**src/rtl/cla_lookahead_pipe_adder_pkg.sv**
```systemverilog
// Shared constants and the 4-input lookahead carry function for the pipelined CLA adder.
// lcu4 returns {c[3:1], PP, GG}; PP/GG never depend on cin.
package cla_pkg;

    localparam int SLICE_W      = 4;
    localparam int GROUP_SLICES = 4;

    function automatic logic [4:0] lcu4(input logic [3:0] p, input logic [3:0] g, input logic cin);
        logic [3:0] c;
        logic       gg;
        c[0] = cin;
        for (int k = 0; k < 3; k++) begin
            c[k+1] = g[k] | (p[k] & c[k]);
        end
        gg = g[3] | (p[3] & g[2]) | (p[3] & p[2] & g[1]) | (p[3] & p[2] & p[1] & g[0]);
        return {c[3:1], &p, gg};
    endfunction

endpackage

```
**src/rtl/cla_lookahead_pipe_adder_lcu.sv**
```systemverilog
// Combinational 4-input lookahead carry unit, used per slice group and once across groups.
// PP/GG come from a cin-free evaluation so group propagate never depends on the group carry-in.
module cla_lcu_4
    import cla_pkg::*;
(
    input  logic [3:0] p,
    input  logic [3:0] g,
    input  logic       cin,
    output logic [3:0] c,
    output logic       pp,
    output logic       gg
);

    logic [4:0] with_cin;
    logic [4:0] no_cin;
    logic [4:0] unused_bits;

    assign with_cin    = lcu4(p, g, cin);
    assign no_cin      = lcu4(p, g, 1'b0);
    assign c           = {with_cin[4:2], cin};
    assign pp          = no_cin[1];
    assign gg          = no_cin[0];
    assign unused_bits = {with_cin[1:0], no_cin[4:2]};

endmodule

```
**src/rtl/cla_lookahead_pipe_adder.sv**
```systemverilog
// Two-stage pipelined add/sub: stage 1 captures operand P/G and slice PP/GG, stage 2 runs the
// two-level lookahead, forms the sum and flags. Valid/ready handshake on both sides.
module cla_lookahead_pipe_adder
    import cla_pkg::*;
#(
    parameter int WIDTH = 32
) (
    input  logic             clk,
    input  logic             rst,
    input  logic             in_valid,
    output logic             in_ready,
    input  logic [WIDTH-1:0] A,
    input  logic [WIDTH-1:0] B,
    input  logic             sub,
    output logic             out_valid,
    input  logic             out_ready,
    output logic [WIDTH-1:0] S,
    output logic             c_out,
    output logic             ovf,
    output logic             zero
);

    localparam int NSLICE = WIDTH / SLICE_W;
    localparam int NGROUP = NSLICE / GROUP_SLICES;

    logic adv1, adv2;
    logic s1_valid, s2_valid;

    logic [WIDTH-1:0]  b_eff, p_nxt, g_nxt;
    logic [NSLICE-1:0] sp_nxt, sg_nxt;

    logic [WIDTH-1:0]  s1_p, s1_g;
    logic [NSLICE-1:0] s1_pp, s1_gg;
    logic              s1_cin;

    logic [NGROUP-1:0] grp_pp, grp_gg;
    logic [3:0]        lvl2_p, lvl2_g, lvl2_c;
    logic              lvl2_pp, lvl2_gg;
    logic [5:0]        unused_lvl2;
    logic [NSLICE-1:0] slice_c;
    logic [WIDTH-1:0]  bit_c, sum_nxt;
    logic              c_out_nxt, ovf_nxt;

    assign adv2      = !s2_valid || out_ready;
    assign adv1      = !s1_valid || adv2;
    assign in_ready  = adv1;
    assign out_valid = s2_valid;

    assign b_eff = B ^ {WIDTH{sub}};
    assign p_nxt = A ^ b_eff;
    assign g_nxt = A & b_eff;

    always_comb begin
        sp_nxt = '0;
        sg_nxt = '0;
        for (int i = 0; i < NSLICE; i++) begin
            sp_nxt[i] = &p_nxt[SLICE_W*i +: SLICE_W];
            sg_nxt[i] = g_nxt[SLICE_W*i+3]
                      | (p_nxt[SLICE_W*i+3] & g_nxt[SLICE_W*i+2])
                      | (p_nxt[SLICE_W*i+3] & p_nxt[SLICE_W*i+2] & g_nxt[SLICE_W*i+1])
                      | (p_nxt[SLICE_W*i+3] & p_nxt[SLICE_W*i+2] & p_nxt[SLICE_W*i+1] & g_nxt[SLICE_W*i]);
        end
    end

    always_ff @(posedge clk or posedge rst) begin
        if (rst) begin
            s1_valid <= 1'b0;
            s1_p     <= '0;
            s1_g     <= '0;
            s1_pp    <= '0;
            s1_gg    <= '0;
            s1_cin   <= 1'b0;
        end else if (adv1) begin
            s1_valid <= in_valid;
            if (in_valid) begin
                s1_p   <= p_nxt;
                s1_g   <= g_nxt;
                s1_pp  <= sp_nxt;
                s1_gg  <= sg_nxt;
                s1_cin <= sub;
            end
        end
    end

    // Level 1: slice carry-ins within each group of four slices.
    for (genvar gi = 0; gi < NGROUP; gi++) begin : g_lvl1
        cla_lcu_4 u_lcu (
            .p   (s1_pp[GROUP_SLICES*gi +: GROUP_SLICES]),
            .g   (s1_gg[GROUP_SLICES*gi +: GROUP_SLICES]),
            .cin (lvl2_c[gi]),
            .c   (slice_c[GROUP_SLICES*gi +: GROUP_SLICES]),
            .pp  (grp_pp[gi]),
            .gg  (grp_gg[gi])
        );
    end

    // Level 2: group carry-ins; absent groups are padded as kill (p=0, g=0).
    always_comb begin
        lvl2_p = '0;
        lvl2_g = '0;
        lvl2_p[NGROUP-1:0] = grp_pp;
        lvl2_g[NGROUP-1:0] = grp_gg;
    end

    cla_lcu_4 u_lvl2 (
        .p   (lvl2_p),
        .g   (lvl2_g),
        .cin (s1_cin),
        .c   (lvl2_c),
        .pp  (lvl2_pp),
        .gg  (lvl2_gg)
    );

    assign unused_lvl2 = {lvl2_c, lvl2_pp, lvl2_gg};

    always_comb begin
        bit_c = '0;
        for (int i = 0; i < NSLICE; i++) begin
            bit_c[SLICE_W*i] = slice_c[i];
            for (int k = 0; k < SLICE_W - 1; k++) begin
                bit_c[SLICE_W*i+k+1] = s1_g[SLICE_W*i+k] | (s1_p[SLICE_W*i+k] & bit_c[SLICE_W*i+k]);
            end
        end
    end

    assign sum_nxt   = s1_p ^ bit_c;
    assign c_out_nxt = s1_gg[NSLICE-1] | (s1_pp[NSLICE-1] & slice_c[NSLICE-1]);
    assign ovf_nxt   = bit_c[WIDTH-1] ^ c_out_nxt;

    always_ff @(posedge clk or posedge rst) begin
        if (rst) begin
            s2_valid <= 1'b0;
            S        <= '0;
            c_out    <= 1'b0;
            ovf      <= 1'b0;
            zero     <= 1'b0;
        end else if (adv2) begin
            s2_valid <= s1_valid;
            if (s1_valid) begin
                S     <= sum_nxt;
                c_out <= c_out_nxt;
                ovf   <= ovf_nxt;
                zero  <= (sum_nxt == '0);
            end
        end
    end

endmodule

```
**config.mk**
```make
export PLATFORM = sky130hd
export DESIGN_NAME = cla_lookahead_pipe_adder
export DESIGN_NICKNAME = d
export VERILOG_FILES = /design/src/rtl/cla_lookahead_pipe_adder_pkg.sv /design/src/rtl/cla_lookahead_pipe_adder_lcu.sv /design/src/rtl/cla_lookahead_pipe_adder.sv
export SDC_FILE = /design/constraint.sdc
export NUM_CORES = 1
export LEC_CHECK = 0
export ABC_AREA = 1
export BUFFER_PORTS_ARGS = -buffer_cell sky130_fd_sc_hd__buf_2
export CAP_MARGIN = 20
export CELL_PAD_IN_SITES_DETAIL_PLACEMENT = 1
export CELL_PAD_IN_SITES_GLOBAL_PLACEMENT = 1
export CORE_ASPECT_RATIO = 0.7
export CORE_MARGIN = 3
export CORE_UTILIZATION = 45
export DETAILED_ROUTE_END_ITERATION = 8
export PLACE_DENSITY = 0.91
export SYNTH_ARGS = -nofsm -noshare
export SYNTH_HDL_FRONTEND = slang
export SYNTH_SLANG_ARGS = --single-unit
```
**constraint.sdc**
```tcl
create_clock -name clk -period 5.4 [get_ports clk]
set_input_delay 0.27 -clock clk [delete_from_list [all_inputs] [get_ports clk]]
set_output_delay 0.27 -clock clk [all_outputs]
set_load 0.05 [all_outputs]
```
-- Yosys cells after proc, flatten, opt, wreduce, memory -nomap -nowiden
Cells that the tools add are included.
- register bits after elaboration: 117
- bits of input ports: 69
- output and inout bits: 37
- logic and storage cells: 168
- bitwise logic cells: 141
- reductions and logical operators: 16
- operators with widths (operator ; number):
    32-bit bitwise XOR ; 3
    1-bit AND ; 77
    1-bit bitwise OR ; 59
    4-bit AND reduction ; 9
    32-bit AND ; 1
    32-bit logical NOT ; 1
    2-bit AND reduction ; 2
    1-bit logical NOT ; 2
    1-bit logical OR ; 2
    1-bit bitwise XOR ; 1

-- Logic depth before layout (Yosys ltp)
- depth after elaboration: 19
- gate-level depth with buffers: 22
- gate-level depth less buffers: 22

-- Hierarchy
A second synthesis with hierarchy kept.
- cells, all modules: 698
- area total of the unflattened synthesis: 5992.0 um^2
- by module, submodules not included (module ; instances ; cells an instance ; area each (um^2) ; sequential area each (um^2)):
    cla_lookahead_pipe_adder ; 1 ; 650 ; 5751.8 ; 2752.6
    cla_lcu_4 ; 3 ; 16 ; 80.1 ; 0.0

-- Worst setup path after synthesis
No wires, ideal clock.
- kind: reg-to-reg
- start point: register s1_pp[3]
- end point: register zero
- library setup time: 0.066 ns
- data arrival time: 2.593 ns
- required time: 5.334 ns
- slack: 2.741 ns
- cell stages (with the launch flop): 21
- path buffers: 0
- period minus slack after synthesis: 2.659 ns
- path through: dfrtp_1 > nand2_1 > nor2_1 > nor2_1 > nand2_2 > nand2_2 > nand2_2 > nand2_2 > nand2_2 > nand2_2 > nand2_4 > ha_1 > or2_2 > ha_1 > or2_2 > ha_1 > nor4_1 > nand4_1 > nor3_1 > nand2_1 > nand2_1
- elaborated cells between the ends (all ways): 43
- those cells by class: bitwise (41); reduce/logical (2)
- RTL lines (element ; line ; source):
    start: declaration ; cla_lookahead_pipe_adder.sv:33 ; logic [NSLICE-1:0] s1_pp, s1_gg;
    start signal: assignment ; cla_lookahead_pipe_adder.sv:78 ; s1_pp <= sp_nxt;
    1-bit AND ; n/a ;
    1-bit bitwise OR or 1-bit AND (tied branches) (2 in a row) ; n/a ;
    1-bit bitwise OR ; n/a ;
    1-bit bitwise OR * ; cla_lookahead_pipe_adder_pkg.sv:13 ; c[k+1] = g[k] | (p[k] & c[k]);
    1-bit AND * ; cla_lookahead_pipe_adder_pkg.sv:13 ;
    1-bit bitwise OR * ; cla_lookahead_pipe_adder_pkg.sv:13 ;
    1-bit AND * ; cla_lookahead_pipe_adder_pkg.sv:13 ;
    1-bit bitwise OR * ; cla_lookahead_pipe_adder_pkg.sv:13 ;
    1-bit AND * ; cla_lookahead_pipe_adder_pkg.sv:13 ;
    1-bit bitwise OR * ; cla_lookahead_pipe_adder_pkg.sv:13 ;
    1-bit AND * ; cla_lookahead_pipe_adder.sv:121 ; bit_c[SLICE_W*i+k+1] = s1_g[SLICE_W*i+k] | (s1_p[SLICE_W*i+k] & bit_c[SLICE_W*i+k]);
    1-bit bitwise OR * ; cla_lookahead_pipe_adder.sv:121 ;
    1-bit AND * ; cla_lookahead_pipe_adder.sv:121 ;
    1-bit bitwise OR * ; cla_lookahead_pipe_adder.sv:121 ;
    32-bit bitwise XOR * ; cla_lookahead_pipe_adder.sv:126 ; assign sum_nxt = s1_p ^ bit_c;
    via sum_nxt[30] ; cla_lookahead_pipe_adder.sv:41 ; logic [WIDTH-1:0] bit_c, sum_nxt;
    32-bit logical NOT * ; cla_lookahead_pipe_adder.sv:143 ; zero <= (sum_nxt == '0);
    end signal: assignment ; cla_lookahead_pipe_adder.sv:143 ;
    end: declaration ; cla_lookahead_pipe_adder.sv:20 ; output logic zero
The timed path passes the listed nets; every way through them passes the cells marked *.
A chain may end at the register's enable or synchronous reset.

-- Worst setup path after layout
- start point: register s1_pp[3]
- end point: register zero
- elaborated cells between the ends (all ways): 43
- those cells by class: bitwise (41); reduce/logical (2)
- RTL lines (element ; line):
    1-bit AND ; n/a
    1-bit bitwise OR or 1-bit AND (tied branches) (2 in a row) ; n/a
    1-bit bitwise OR ; n/a
    1-bit bitwise OR * ; cla_lookahead_pipe_adder_pkg.sv:13
    1-bit AND * ; cla_lookahead_pipe_adder_pkg.sv:13
    1-bit bitwise OR * ; cla_lookahead_pipe_adder_pkg.sv:13
    1-bit AND * ; cla_lookahead_pipe_adder_pkg.sv:13
    1-bit bitwise OR * ; cla_lookahead_pipe_adder_pkg.sv:13
    1-bit AND * ; cla_lookahead_pipe_adder.sv:121
    1-bit bitwise OR * ; cla_lookahead_pipe_adder.sv:121
    1-bit AND * ; cla_lookahead_pipe_adder.sv:121
    1-bit bitwise OR * ; cla_lookahead_pipe_adder.sv:121
    32-bit bitwise XOR * ; cla_lookahead_pipe_adder.sv:126
    via sum_nxt[26] ; cla_lookahead_pipe_adder.sv:41
    32-bit logical NOT * ; cla_lookahead_pipe_adder.sv:143
Marks and branches as above.

==> run_results.csv <==
group,metric,value,unit
status,status,"complete, no violations",
clock_tree,cts_setup_buffers,0,
drt,wire_per_inst,18.08,um
sta,whs,254.7,ps
sta,slew_viol_final,0,
drt,drt_iter0_drc,278,
final_layout,diodes,0,
sta,worstMarginPinSlew,1050,ps
sta,hold_violations,0,
setup_path,critical_path_class,"reg2reg",
drt,routed-via-count,4763,
final_layout,synthToLayoutAreaGrowth,16.69,%
synth,synth_edf_count,0,
sta,max_freq,303.2,MHz
synth,yosys_warnings,0,
sta,fin_worst_skew,9.894,ps
synth,synth_area_leaders,"dfrtp_1 48%, nand2_1 18%, ha_1 12%",
setup_path,critPathSlowestCell,"nor4_1",
clock_tree,ctsRootBufferMaster,"clkbuf_16",
placement,port_buffers,105,
final_layout,drive_gt1_share,21.16,%
final_layout,stdcell_count,899,
drt,vias_per_cell,5.298,
global_routing,grt_start_max_net_pins,88,
setup_path,timing.critical_path.buf_inv,0,
setup_path,path_common_cell,"nand2_2",
clock_tree,cts_tree,"yes",
setup_path,cp-end-kind,"flop",
synth,yosys.area.top_type,"dfrtp_1",
drt,routed_wirelength,16250,um
sta,slew_headroom,30.02,%
sta,period_minus_slack,3298,ps
pwr,p_int,1758,uW
synth,synthSimpleGateAreaFrac,24.48,%
setup_path,crit_fanout,3,
clock_tree,cts_repair_resize_count,0,
global_routing,grt_pass1_wl,26790,um
placement,place_hpwl,11650,um
pwr,p_sw_share,43.22,%
floorplanning,fp-row-count,33,
final_layout,num-fill-cells,1460,
floorplanning,die-area,14050,sq um
pwr,total_leakage_power,0.003657,uW
synth,synth_fa_ha_area_share,12.32,%
clock_tree,clock_latency,360,ps
floorplanning,io-pin-count,106,
final_layout,multi_input_area,2721,sq um
synth,synth_compound_area_share,4.882,%
drt,first_pass_iters,5,
sta,setup_violations,0,
floorplanning,die_width,140.4,um
synth,synth_ff_type,"dfrtp_1",
clock_tree,hold_buffers,1,
setup_path,cp.arrival,3590,ps
floorplanning,die_h,100.1,um
global_routing,antenna_found_initial,0,
synth,netlist_top_cells_count,"266 x nand2_1, 110 x dfrtp_1, 56 x ha_1, 39 x xor2_1, 26 x nor2_1",
pwr,worst_ir_drop_vdd,0.2404,mV
synth,synthArstFlopShare,100.0,%
global_routing,globalRouteOverflowTotal,0,
floorplanning,start_util,47.35,%
synth,synth.avg_cell_area,8.862,sq um
pwr,pwr_density_cell,466.5,nW/um^2
clock_tree,cts-buffers-inserted,9,
pwr,power.switching,1339,uW
pwr,clkPwrFrac,22.3,%
synth,synth_top_area_share,48.38,%
drt,antenna_left,0,
synth,yosysUniqueCellTypes,32,
setup_path,startpoint_type,"flop",
synth,muxShareOfSynthArea,0,%
synth,yosys_register_bits,110,
synth,ys_seq_area_share,48.38,%
global_routing,grtUsageTotal,24.11,%
synth,synth_top_family_by_area,"simple AND/OR/NAND/NOR gates",
setup_path,required,5690,ps
synth,synth_area,5689,sq um
placement,place_inst,882,
run,cap_viol_max_count,0,
setup_path,crit_family,"simple AND/OR/NAND/NOR gates",
floorplanning,core-area,12020,sq um
synth,syn_inst,642,
synth,synth-xor-area-share,6.158,%
pwr,combPwrFrac,40.0,%
sta,rsz0062_at_grt,"no",
pwr,seqPwrFrac,37.7,%
clock_tree,clk_path_buf_depth,2,
setup_path,path_cells,"nand2_1 -> nand2_1 -> nor2_1 -> nand2_2 -> nand2_2 -> nand2_2 -> nand2_2 -> nand2_2 -> ha_1 -> or2_2 -> ha_1 -> or2_2 -> ha_1 -> nor4_1 -> nand4_1 -> nor3_1 -> nand2_1 -> nand2_1",
clock_tree,h-tree-depth,3,
clock_tree,cts_sinks,110,
drt,drc,0,
sta,setup_tns,0,ps
global_routing,first_global_vias,5253,
sta,fin_crit_sh,61.08,%
final_layout,nets,862,
synth,synth_fp_nets,767,
clock_tree,path_clk_slew,70,ps
pwr,power,3097,uW
placement,place_congestion,0.8435,
final_layout,seqCellArea,2753,sq um
synth,synth_most_common_cell,"nand2_1",
setup_path,critPathMaxStageDelay,470,ps
min_path,min_path_type,"in2reg",
[registers in the layout, indices dropped and copies added, names as in the netlist]
| name | cells |
|---|---|
| S | 32 |
| s1_p | 32 |
| s1_g | 24 |
| s1_gg | 8 |
| s1_pp | 8 |
| c_out | 1 |
| out_valid | 1 |
| ovf | 1 |
| s1_cin | 1 |
| s1_valid | 1 |
| zero | 1 |
[stage by stage]
stage / area [sq um] / utilization, % / setup slack, ps
final: 6639 / 55.25 / 2102
after detailed placement: 6319 / 52.59 / 2275
after global routing: 6639 / 55.25 / 1855
after global placement: 6319 / 52.59 / 2373
after floorplan: 5689 / - / 2228
after CTS: 6639 / 55.25 / 2069
[placed cells by master (no fill, tap or decap), types with 3 or more instances in the layout]
master and n:
inv_1 21, buf_4 3, a32oi_1 3, nand3_1 8, inv_2 4, clkbuf_16 9
clkinvlp_4 3, nand2_2 8, nor2_1 26, a21oi_1 9, a221oi_1 3, nand4_1 3
xor2_1 39, ha_1 56, nor4_1 6, a22oi_1 3, a31oi_1 4, nor3_1 3
dfrtp_1 110, nand2_1 266, o21ai_0 17, or2_2 16, buf_2 105
[tightest hold or removal path, stage by stage]
cell and delay, ps:
buf_2 70, inv_1 70, nand2_1 80, nand2_1 70
[final timing paths]
path | startpoint | end | slack, ps | cells after the start
min | out_ready | out_valid | 250 | 4
min reg2reg | S[23] | S[23] | 480 | 2
max | s1_pp[3] | zero | 2100 | 18
max in group asynchronous | rst | S[30] | 3600 | 4
min in group asynchronous | rst | S[10] | 470 | 3
max reg2reg | s1_pp[3] | zero | 2100 | 18
[per-layer routing]
metal / share of wire, % / wire length (um) / up-vias / GRT usage, %
li1: - / - / 2244 / -
met1: 45 / 7303 / 2348 / 31.52
met2: 48 / 7735 / 142 / 40.59
met3: 5.4 / 885 / 29 / 4.810
met4: 2.0 / 328 / 0 / 8.116
met5: 0 / 0 / - / 0
[cell families (layout without fill, tap and decap cells)]
kind of cell,count (synthesis),after routing
and+or+nand+nor,340,340
DFF,110,110
adders and majority gates,56,56
buffers and inverters,51,151
AOI/OAI and AO/OA,45,45
xor gates and xnor gates,40,40
[area by class of cell]
type                       count  share of cell area, %
timing repair buffer         109                  8.406
multi-input combinational    481                  40.99
clock inverter                 5                 0.8669
inverter                      26                  1.508
tap                          157                  2.959
clock buffer                  11                  3.807
sequential                   110                  41.46
[power groups by stage]
| stage | clock, uW | combinational [uW] | sequential [uW] |
|---|---|---|---|
| 2_1_floorplan | 0 | 473 | 1560 |
| 4_1_cts | 702 | 1250 | 1170 |
| 3_5_place_dp | 0 | 1230 | 1180 |
| 6_report | 692 | 1240 | 1170 |
| 3_3_place_gp | 0 | 1180 | 1160 |
| 5_1_grt | 741 | 1340 | 1190 |
(Power assumes the default switching activity.)
